`config.mk`:
```
export PLATFORM = sky130hd
export DESIGN_NAME = wb_regfile
export DESIGN_NICKNAME = d
export VERILOG_FILES = /design/src/rtl/wb_regfile_pkg.sv /design/src/rtl/regfile_2r1w.sv /design/src/rtl/wb_regfile.sv
export SDC_FILE = /design/constraint.sdc
export NUM_CORES = 2
export LEC_CHECK = 0
export ABC_AREA = 1
export ABC_CLOCK_PERIOD_IN_PS = 3160
export BUFFER_PORTS_ARGS = -buffer_cell sky130_fd_sc_hd__buf_2
export CELL_PAD_IN_SITES_DETAIL_PLACEMENT = 1
export CELL_PAD_IN_SITES_GLOBAL_PLACEMENT = 1
export CORE_ASPECT_RATIO = 0.7
export CORE_MARGIN = 3
export CORE_UTILIZATION = 32
export DETAILED_ROUTE_END_ITERATION = 6
export GPL_TIMING_DRIVEN = 1
export PLACE_DENSITY_LB_ADDON = 0.1
export SKIP_LAST_GASP = 1
export SYNTH_ARGS = -nofsm -noshare
export SYNTH_HDL_FRONTEND = slang
export SYNTH_SLANG_ARGS = --single-unit
```
`constraint.sdc`:
```
create_clock -name clk -period 3.16 [get_ports clk]
set_input_delay 0.158 -clock clk [delete_from_list [all_inputs] [get_ports clk]]
set_output_delay 0.158 -clock clk [all_outputs]
set_load 0.01 [all_outputs]
```
`src/rtl/wb_regfile_pkg.sv`:
```
// -----------------------------------------------------------------------------
// wb_regfile_pkg
//   Shared pipeline definitions for the MEM/WB, control and writeback logic:
//   - RegDst / MemtoReg control encodings
//   - default link ($ra) and exception-PC ($k0) register indices
//   - instruction field slice positions and extract helpers
// -----------------------------------------------------------------------------
package wb_regfile_pkg;

  // Destination register select driven by the control unit.
  typedef enum logic [1:0] {
    REGDST_RD = 2'b00,
    REGDST_RT = 2'b01,
    REGDST_RA = 2'b10,
    REGDST_XP = 2'b11
  } regdst_e;

  // Writeback value select; both upper encodings pick PC+4.
  typedef enum logic [1:0] {
    MEMTOREG_ALU    = 2'b00,
    MEMTOREG_MEM    = 2'b01,
    MEMTOREG_PC     = 2'b10,
    MEMTOREG_PC_ALT = 2'b11
  } memtoreg_e;

  localparam int RA_IDX_DFLT = 31;
  localparam int XP_IDX_DFLT = 26;

  // Instruction field positions (5-bit register specifiers).
  localparam int REG_IDX_W = 5;
  localparam int RT_LSB    = 16;
  localparam int RD_LSB    = 11;

  function automatic logic [REG_IDX_W-1:0] instr_rt(input logic [31:0] instr);
    return instr[RT_LSB +: REG_IDX_W];
  endfunction

  function automatic logic [REG_IDX_W-1:0] instr_rd(input logic [31:0] instr);
    return instr[RD_LSB +: REG_IDX_W];
  endfunction

endpackage

```
`src/rtl/regfile_2r1w.sv`:
```
// -----------------------------------------------------------------------------
// regfile_2r1w
//   Architectural register file: two combinational read ports, one write port.
//   Register 0 is hardwired to zero. A write presented in the same cycle as a
//   read of the same index is bypassed to the read port. Synchronous
//   active-high reset clears every register.
// Ports
//   clk_i, reset_i             clock, synchronous active-high reset
//   we_i, waddr_i, wdata_i     write port (commits on posedge)
//   raddr1_i/rdata1_o          read port A
//   raddr2_i/rdata2_o          read port B
// -----------------------------------------------------------------------------
module regfile_2r1w #(
  parameter int DATA_W = 32,
  parameter int NREG   = 32,
  localparam int AW    = $clog2(NREG)
) (
  input  logic              clk_i,
  input  logic              reset_i,
  input  logic              we_i,
  input  logic [AW-1:0]     waddr_i,
  input  logic [DATA_W-1:0] wdata_i,
  input  logic [AW-1:0]     raddr1_i,
  input  logic [AW-1:0]     raddr2_i,
  output logic [DATA_W-1:0] rdata1_o,
  output logic [DATA_W-1:0] rdata2_o
);

  // Entry 0 is reset to zero and never written; reads of index 0 are also
  // forced to zero below, so it can never leak a value.
  logic [DATA_W-1:0] regs_q [NREG];
  logic              wr_live_s;

  // A write is live only outside reset; this gates both commit and bypass.
  assign wr_live_s = we_i && !reset_i && (waddr_i != {AW{1'b0}});

  // Storage update: clear on reset, otherwise commit the live write.
  always_ff @(posedge clk_i) begin
    if (reset_i) begin
      for (int i = 0; i < NREG; i++) begin
        regs_q[i] <= {DATA_W{1'b0}};
      end
    end else if (wr_live_s) begin
      regs_q[waddr_i] <= wdata_i;
    end
  end

  // Read port A with $0 rule and same-cycle bypass.
  always_comb begin
    rdata1_o = {DATA_W{1'b0}};
    if (raddr1_i == {AW{1'b0}}) begin
      rdata1_o = {DATA_W{1'b0}};
    end else if (wr_live_s && (raddr1_i == waddr_i)) begin
      rdata1_o = wdata_i;
    end else begin
      rdata1_o = regs_q[raddr1_i];
    end
  end

  // Read port B, identical rules to port A.
  always_comb begin
    rdata2_o = {DATA_W{1'b0}};
    if (raddr2_i == {AW{1'b0}}) begin
      rdata2_o = {DATA_W{1'b0}};
    end else if (wr_live_s && (raddr2_i == waddr_i)) begin
      rdata2_o = wdata_i;
    end else begin
      rdata2_o = regs_q[raddr2_i];
    end
  end

endmodule

```
`src/rtl/wb_regfile.sv`:
```
// -----------------------------------------------------------------------------
// wb_regfile
//   Writeback stage plus architectural register file of the 5-stage MIPS
//   pipeline. Selects destination index and writeback value from the MEM/WB
//   register, commits the write on posedge, serves the ID stage read ports
//   (with bypass), exports the committed write to the forwarding unit and
//   counts retired register writes.
// Ports
//   clk, reset                       clock, synchronous active-high reset
//   instructionin, PCplusin,         MEM/WB pipeline register contents
//   rdatain, ALUresultin
//   RegDstin, RegWrin, MemtoRegin    MEM/WB control
//   raddr1/rdata1, raddr2/rdata2     ID-stage read ports (combinational)
//   wb_en, wb_addr, wb_data          current writeback (combinational)
//   retire_cnt                       committed register writes, wraps
// -----------------------------------------------------------------------------
module wb_regfile
  import wb_regfile_pkg::*;
#(
  parameter int DATA_W = 32,
  parameter int NREG   = 32,
  parameter int RA_IDX = RA_IDX_DFLT,
  parameter int XP_IDX = XP_IDX_DFLT,
  parameter int CNT_W  = 32,
  localparam int AW    = $clog2(NREG)
) (
  input  logic              clk,
  input  logic              reset,
  input  logic [31:0]       instructionin,
  input  logic [DATA_W-1:0] PCplusin,
  input  logic [DATA_W-1:0] rdatain,
  input  logic [DATA_W-1:0] ALUresultin,
  input  logic [1:0]        RegDstin,
  input  logic              RegWrin,
  input  logic [1:0]        MemtoRegin,
  input  logic [AW-1:0]     raddr1,
  input  logic [AW-1:0]     raddr2,
  output logic [DATA_W-1:0] rdata1,
  output logic [DATA_W-1:0] rdata2,
  output logic              wb_en,
  output logic [AW-1:0]     wb_addr,
  output logic [DATA_W-1:0] wb_data,
  output logic [CNT_W-1:0]  retire_cnt
);

  logic [AW-1:0]     wb_addr_s;
  logic [DATA_W-1:0] wb_data_s;
  logic              wb_en_s;
  logic [CNT_W-1:0]  retire_cnt_d;
  logic [CNT_W-1:0]  retire_cnt_q;

  // Destination index select.
  always_comb begin
    wb_addr_s = {AW{1'b0}};
    case (RegDstin)
      REGDST_RD: wb_addr_s = AW'(instr_rd(instructionin));
      REGDST_RT: wb_addr_s = AW'(instr_rt(instructionin));
      REGDST_RA: wb_addr_s = AW'(RA_IDX);
      REGDST_XP: wb_addr_s = AW'(XP_IDX);
      default:   wb_addr_s = {AW{1'b0}};
    endcase
  end

  // Writeback value select; both upper encodings return PC+4 (link value).
  always_comb begin
    wb_data_s = {DATA_W{1'b0}};
    case (MemtoRegin)
      MEMTOREG_ALU:    wb_data_s = ALUresultin;
      MEMTOREG_MEM:    wb_data_s = rdatain;
      MEMTOREG_PC:     wb_data_s = PCplusin;
      MEMTOREG_PC_ALT: wb_data_s = PCplusin;
      default:         wb_data_s = {DATA_W{1'b0}};
    endcase
  end

  // Writes to $0 are not real commits: they neither update state nor count.
  assign wb_en_s = RegWrin && (wb_addr_s != {AW{1'b0}}) && !reset;

  // Retire counter next state; wraps naturally at 2^CNT_W.
  always_comb begin
    retire_cnt_d = retire_cnt_q;
    if (wb_en_s) begin
      retire_cnt_d = retire_cnt_q + CNT_W'(1);
    end else begin
      retire_cnt_d = retire_cnt_q;
    end
  end

  // Retire counter register.
  always_ff @(posedge clk) begin
    if (reset) begin
      retire_cnt_q <= {CNT_W{1'b0}};
    end else begin
      retire_cnt_q <= retire_cnt_d;
    end
  end

  regfile_2r1w #(
    .DATA_W (DATA_W),
    .NREG   (NREG)
  ) u_rf (
    .clk_i    (clk),
    .reset_i  (reset),
    .we_i     (wb_en_s),
    .waddr_i  (wb_addr_s),
    .wdata_i  (wb_data_s),
    .raddr1_i (raddr1),
    .raddr2_i (raddr2),
    .rdata1_o (rdata1),
    .rdata2_o (rdata2)
  );

  assign wb_en      = wb_en_s;
  assign wb_addr    = wb_addr_s;
  assign wb_data    = wb_data_s;
  assign retire_cnt = retire_cnt_q;

endmodule

```
-- After elaboration in Yosys (flattened, before gate mapping)
Memories as Yosys holds them, arrays and structs flattened.
Cells that the tools add are included.
Widths: inputs -> output; s select.
- register bits after elaboration: 32
- bits in writable memories: 1024
- output and inout port bits: 134
- memories: 1
- word-level logic and storage cells: 39
- input bits: 145
- equal/unequal tests: 8
- mux-type cells: 14
- add/sub/neg operators: 1
- reduce and logical (&&, ||, !) cells: 14
- memories (memory ; words ; bits a word ; rd ports ; clocked after memory_dff ; wr ports ; line ; RTL):
    u_rf.regs_q ; 32 ; 32 ; 2 ; 0 ; 32 ; regfile_2r1w.sv:31 ; logic [DATA_W-1:0] regs_q [NREG];
- operators with widths (cell ; number):
    $mux 32 ; 5
    $pmux 32 s3 ; 1
    $add 32x1->32 const B ; 1
    $reduce_or 32->1 ; 1
    $pmux 5 s4 ; 1
    $eq 5x5->1 ; 2
    $logic_not 5->1 ; 2
    $eq 2x2->1 const B ; 4
    $logic_and 1x1->1 ; 6
    $mux 1 ; 6
    $mux 5 ; 1
    $reduce_bool 5->1 ; 1
    $eq 2x1->1 const B ; 2
    $logic_not 2->1 ; 2
    $reduce_or 2->1 ; 1
    $logic_not 1->1 ; 1

-- Longest topological paths before layout
- depth in word-level cells: 12
- gate-level depth with buffers: 15
- mapped depth without buffers: 12

-- Modules after synthesis
Synthesis repeated with hierarchy kept, for this count alone.
- cell total of the unflattened synthesis: 7973
- area, all modules: 61356.3 um2
- modules (own cells, without submodules) (module ; sequential area each (um2) ; area an instance (um2) ; instances ; cells an instance):
    regfile_2r1w ; 30749.5 ; 58537.4 ; 1 ; 7438
    wb_regfile ; 640.6 ; 2819.0 ; 1 ; 535

-- Worst setup path after synthesis
No wires, ideal clock.
- path type: input to register
- start: input RegDstin[0]
- end: memory u_rf.regs_q[10][0] (enable)
- required time: 2771 ps
- buffers on the path: 2
- library setup time: 389 ps
- arrival: 2485 ps
- path slack: 285 ps
- cell stages on the path: 11
- cells stage by stage: buf_2 -> nor2_1 -> nand2_1 -> nand2_1 -> nor2_1 -> nand2_1 -> nand3_2 -> nor3_4 -> nand2_1 -> buf_2 -> nand2_1
- RTL lines (element ; line ; RTL):
    from (decl) ; wb_regfile.sv:33 ; input logic [1:0] RegDstin,
    to (decl) ; regfile_2r1w.sv:31 ;

==> summary.txt <==
Clocking
  • Skew-Pair Late Insertion Delay: between 0.7 and 0.8 ns
  • Num CTS Buffers: about 120
  • H-tree levels: 3
  • CTS Sinks: 1056
  • CTS max path bufs: 3
  • CTS tree: built
  • Clock slew at reported path FFs: 0.07 ns
  • Root Driver: clkbuf_16

Global routing
  • Initial antenna violation count: 15
  • Largest net degree at the start of global routing: a little under 100
  • Total grt overflow: 0
  • Total global-route track usage: about a third
  • First-pass GRT wire length: approximately 440 mm
  • Number of global-route vias before repair: ~60000

Logic synthesis
  • Main flop type after synthesis: edfxtp_1
  • #FFs+latches synth: 1056
  • Synth async-reset ratio: 0%
  • Area of the mapped netlist: 59630 um2
  • Synth Area per Inst: ~7.6 um2
  • Synth top area cells: edfxtp_1 52%, nand2_1 17%, nand3_1 16%, nor2_1 7.1%, clkbuf_1 3.3%
  • Largest area contributor in the netlist: edfxtp_1
  • Synth cell types: 31
  • Yosys warnings: 0
  • Post-Syn Instances: roughly 7800
  • Synth top area share: between 50 and 60%
  • Most frequent cell after synthesis: nand2_1
  • Seq/Total Area, Yosys: 52.64%
  • EDFF count, synth: 1024
  • Synth top cells by count: 2722 x nand2_1, 1891 x nand3_1, 1128 x nor2_1, 1024 x edfxtp_1, 529 x clkbuf_1

Route
  • First drt pass iteration count: 6
  • WL/cell: 29.65 um
  • Detailed-route via count: 59830
  • Routed Antenna Nets: 0
  • Final wirelength: between 300 and 400 mm
  • DR vias/cell: 5.712
  • DR DRC count: 0
  • Initial DRC Count: slightly above 7000

Critical path
  • Reg2reg start: retire_cnt[0]
  • FF-to-FF End: retire_cnt[25]
  • R2R cell count: 9
  • Worst EP arrival: ~2.8 ns
  • Critical Path RT: roughly 3 ns
  • Class of the most critical setup path: reg2out
  • Setup slack, reg-to-reg: roughly 0.70 ns
  • Worst Setup Start Kind: flop
  • Worst setup EP type: primary output
  • Maximum fanout along the worst path: 2

Timing
  • Tcrit/Tclk final: around 93%
  • Final hold vios: 0
  • Worst-margin pin slew: approximately 1.4 ns
  • Max Clock Freq: roughly 340 MHz
  • Final Setup Violations: 0
  • Count of pins over their slew limit: 0
  • RSZ-0062 raised after global routing: no
  • Min setup slack post-route: approximately 0.21 ns
  • Rel. slew slack: between 8 and 9%
  • Crit path time final: between 2 and 3 ns
  • Max Clock Skew: about 0.021 ns

Floorplanning
  • Die extent in y: approximately 370 um
  • Die Width: 522.0 um
  • Core area: 183700 um2
  • Die ar.: 191600 um2
  • Ports: between 200 and 300
  • Row Count: roughly 130
  • Initial core utilization: around 32%

Hold path
  • Hold Crit Class: in2reg
  • Hold depth: 2
  • Hold_sp: reset
  • Hold EP: u_rf.regs_q[0][16]

Finish
  • Synthesis-to-layout area growth: 18.32%
  • Finished Core Util: 38.40%
  • Final nets: ~8000
  • Layout cells sized above 1: 11.69%
  • # fillers: 21990
  • Seq. cell area: 31390 um2
  • Multi-input logic area: around 26000 um2

Flow run
  • Max cap viols: 0

Placed design
  • Gp weighted congestion: approximately 0.9
  • PortBufs: 256
  • Hpwl dp: 200.8 mm
  • Place WS: -0.01986 ns

Power
  • Max VDD drop: roughly 450 uV
  • PD cells: ~530 nW/um2
  • Leakage: just under 30 nW

Run status
  • Status: complete, no violations
[power by group]
group | switching [mW] | internal [mW]
sequential | 0.429 | 16.1
combinational | 4.80 | 1.76
clock | 6.24 | 8.14
[how the worst max path moves through the flow]
stage	startpoint	end	slack [ns]	cells after the start
detailed placement	RegDstin[0]	u_rf.regs_q[3][25]	-0.02	12
global placement	RegDstin[0]	u_rf.regs_q[3][0]	0.003	12
global route	RegDstin[0]	rdata1[18]	0.07	14
CTS	u_rf.regs_q[31][19]	rdata1[19]	0.19	11
floorplan	RegDstin[0]	u_rf.regs_q[10][0]	0.29	11
finish	u_rf.regs_q[31][19]	rdata1[19]	0.21	11
[stage by stage]
step | area, um2 | setup TNS [ns] | hold slack (ns) | power [mW] | cells
6_report | 70550 | 0 | 0.06640 | 37.50 | 10470
5_1_grt | 70540 | 0 | 0.03556 | 38.71 | 10470
4_1_cts | 70530 | 0 | 0.0009529 | 37.61 | 10470
3_5_place_dp | 66660 | -0.2162 | 0.4851 | 23.29 | 10240
3_3_place_gp | 66660 | 0 | 0.4868 | 23.18 | 10240
2_1_floorplan | 59750 | 0 | 0.4289 | 19.87 | 7826
[cell usage in the layout (no fill, tap or decap), types with 2 or more instances in the layout]
master / instances
a21oi_1: 26
buf_12: 123
buf_2: 247
buf_4: 257
buf_6: 2
buf_8: 4
bufinv_16: 16
clkbuf_1: 31
clkbuf_16: 118
clkinv_1: 32
clkinv_2: 14
clkinvlp_4: 2
conb_1: 32
dfxtp_1: 32
diode_2: 8
dlygate4sd3_1: 5
edfxtp_1: 1024
inv_1: 159
inv_2: 5
inv_4: 2
inv_6: 4
inv_8: 5
nand2_1: 2660
nand2_2: 64
nand3_1: 1890
nand3_2: 2
nand3b_1: 8
nand4_1: 5
nor2_1: 1125
nor2_4: 4
nor3_1: 12
o21ai_0: 8
o21bai_1: 2
o221ai_4: 31
or2_2: 31
xnor2_1: 2
xor2_1: 14
[registers in the layout (all words and copies together) (netlist names)]
register,cells
retire_cnt,32
u_rf.regs_q,1024
[area by class of cell]
cell class	instances	area share [%]
flip-flops and latches	1056	44.49
multi-input cells	5921	36.55
repair buffers	638	8.165
well taps	2460	4.363
clock buffers	149	4.350
clock inverters	70	1.076
inverters	172	0.9789
diodes	8	0.02837
[cells by family (layout without fill, tap and decap cells)]
family	Yosys count	count (layout)	synth area share (%)
adder cells (fa/ha/maj)	1	1	0.02098
XOR/XNOR	16	16	0.2350
buffers and inverters	849	1029	5.529
flip-flops	1056	1056	52.64
other	1	40	0.006289
AND/OR/NAND/NOR	5804	5804	40.79
AO/OA/AOI/OAI	68	68	0.7784
[layer usage]
metal  GRT usage [%]  wire length [um]
met5               0                17
met4           12.51             13380
met3           5.489             27560
met2           46.77            132600
met1           45.49            137100
[timing repair]
item,in CTS,in global routing
setup buffers,0,0
resized for setup,0,0
endpoints found under the hold margin,8,0
hold buffers,5,0
[worst max-delay path, cell delays in order, from the launching register on]
cell	delay [ns]
edfxtp_1	0.39
nand2_1	0.07
nand3_1	0.08
nand3_1	0.12
nand3_1	0.27
nand2_1	0.17
nand2_1	0.24
nand2_1	0.26
nand2_1	0.09
inv_1	0.11
nor2_1	0.06
buf_2	0.14
Power figures use the tool's default switching activity.
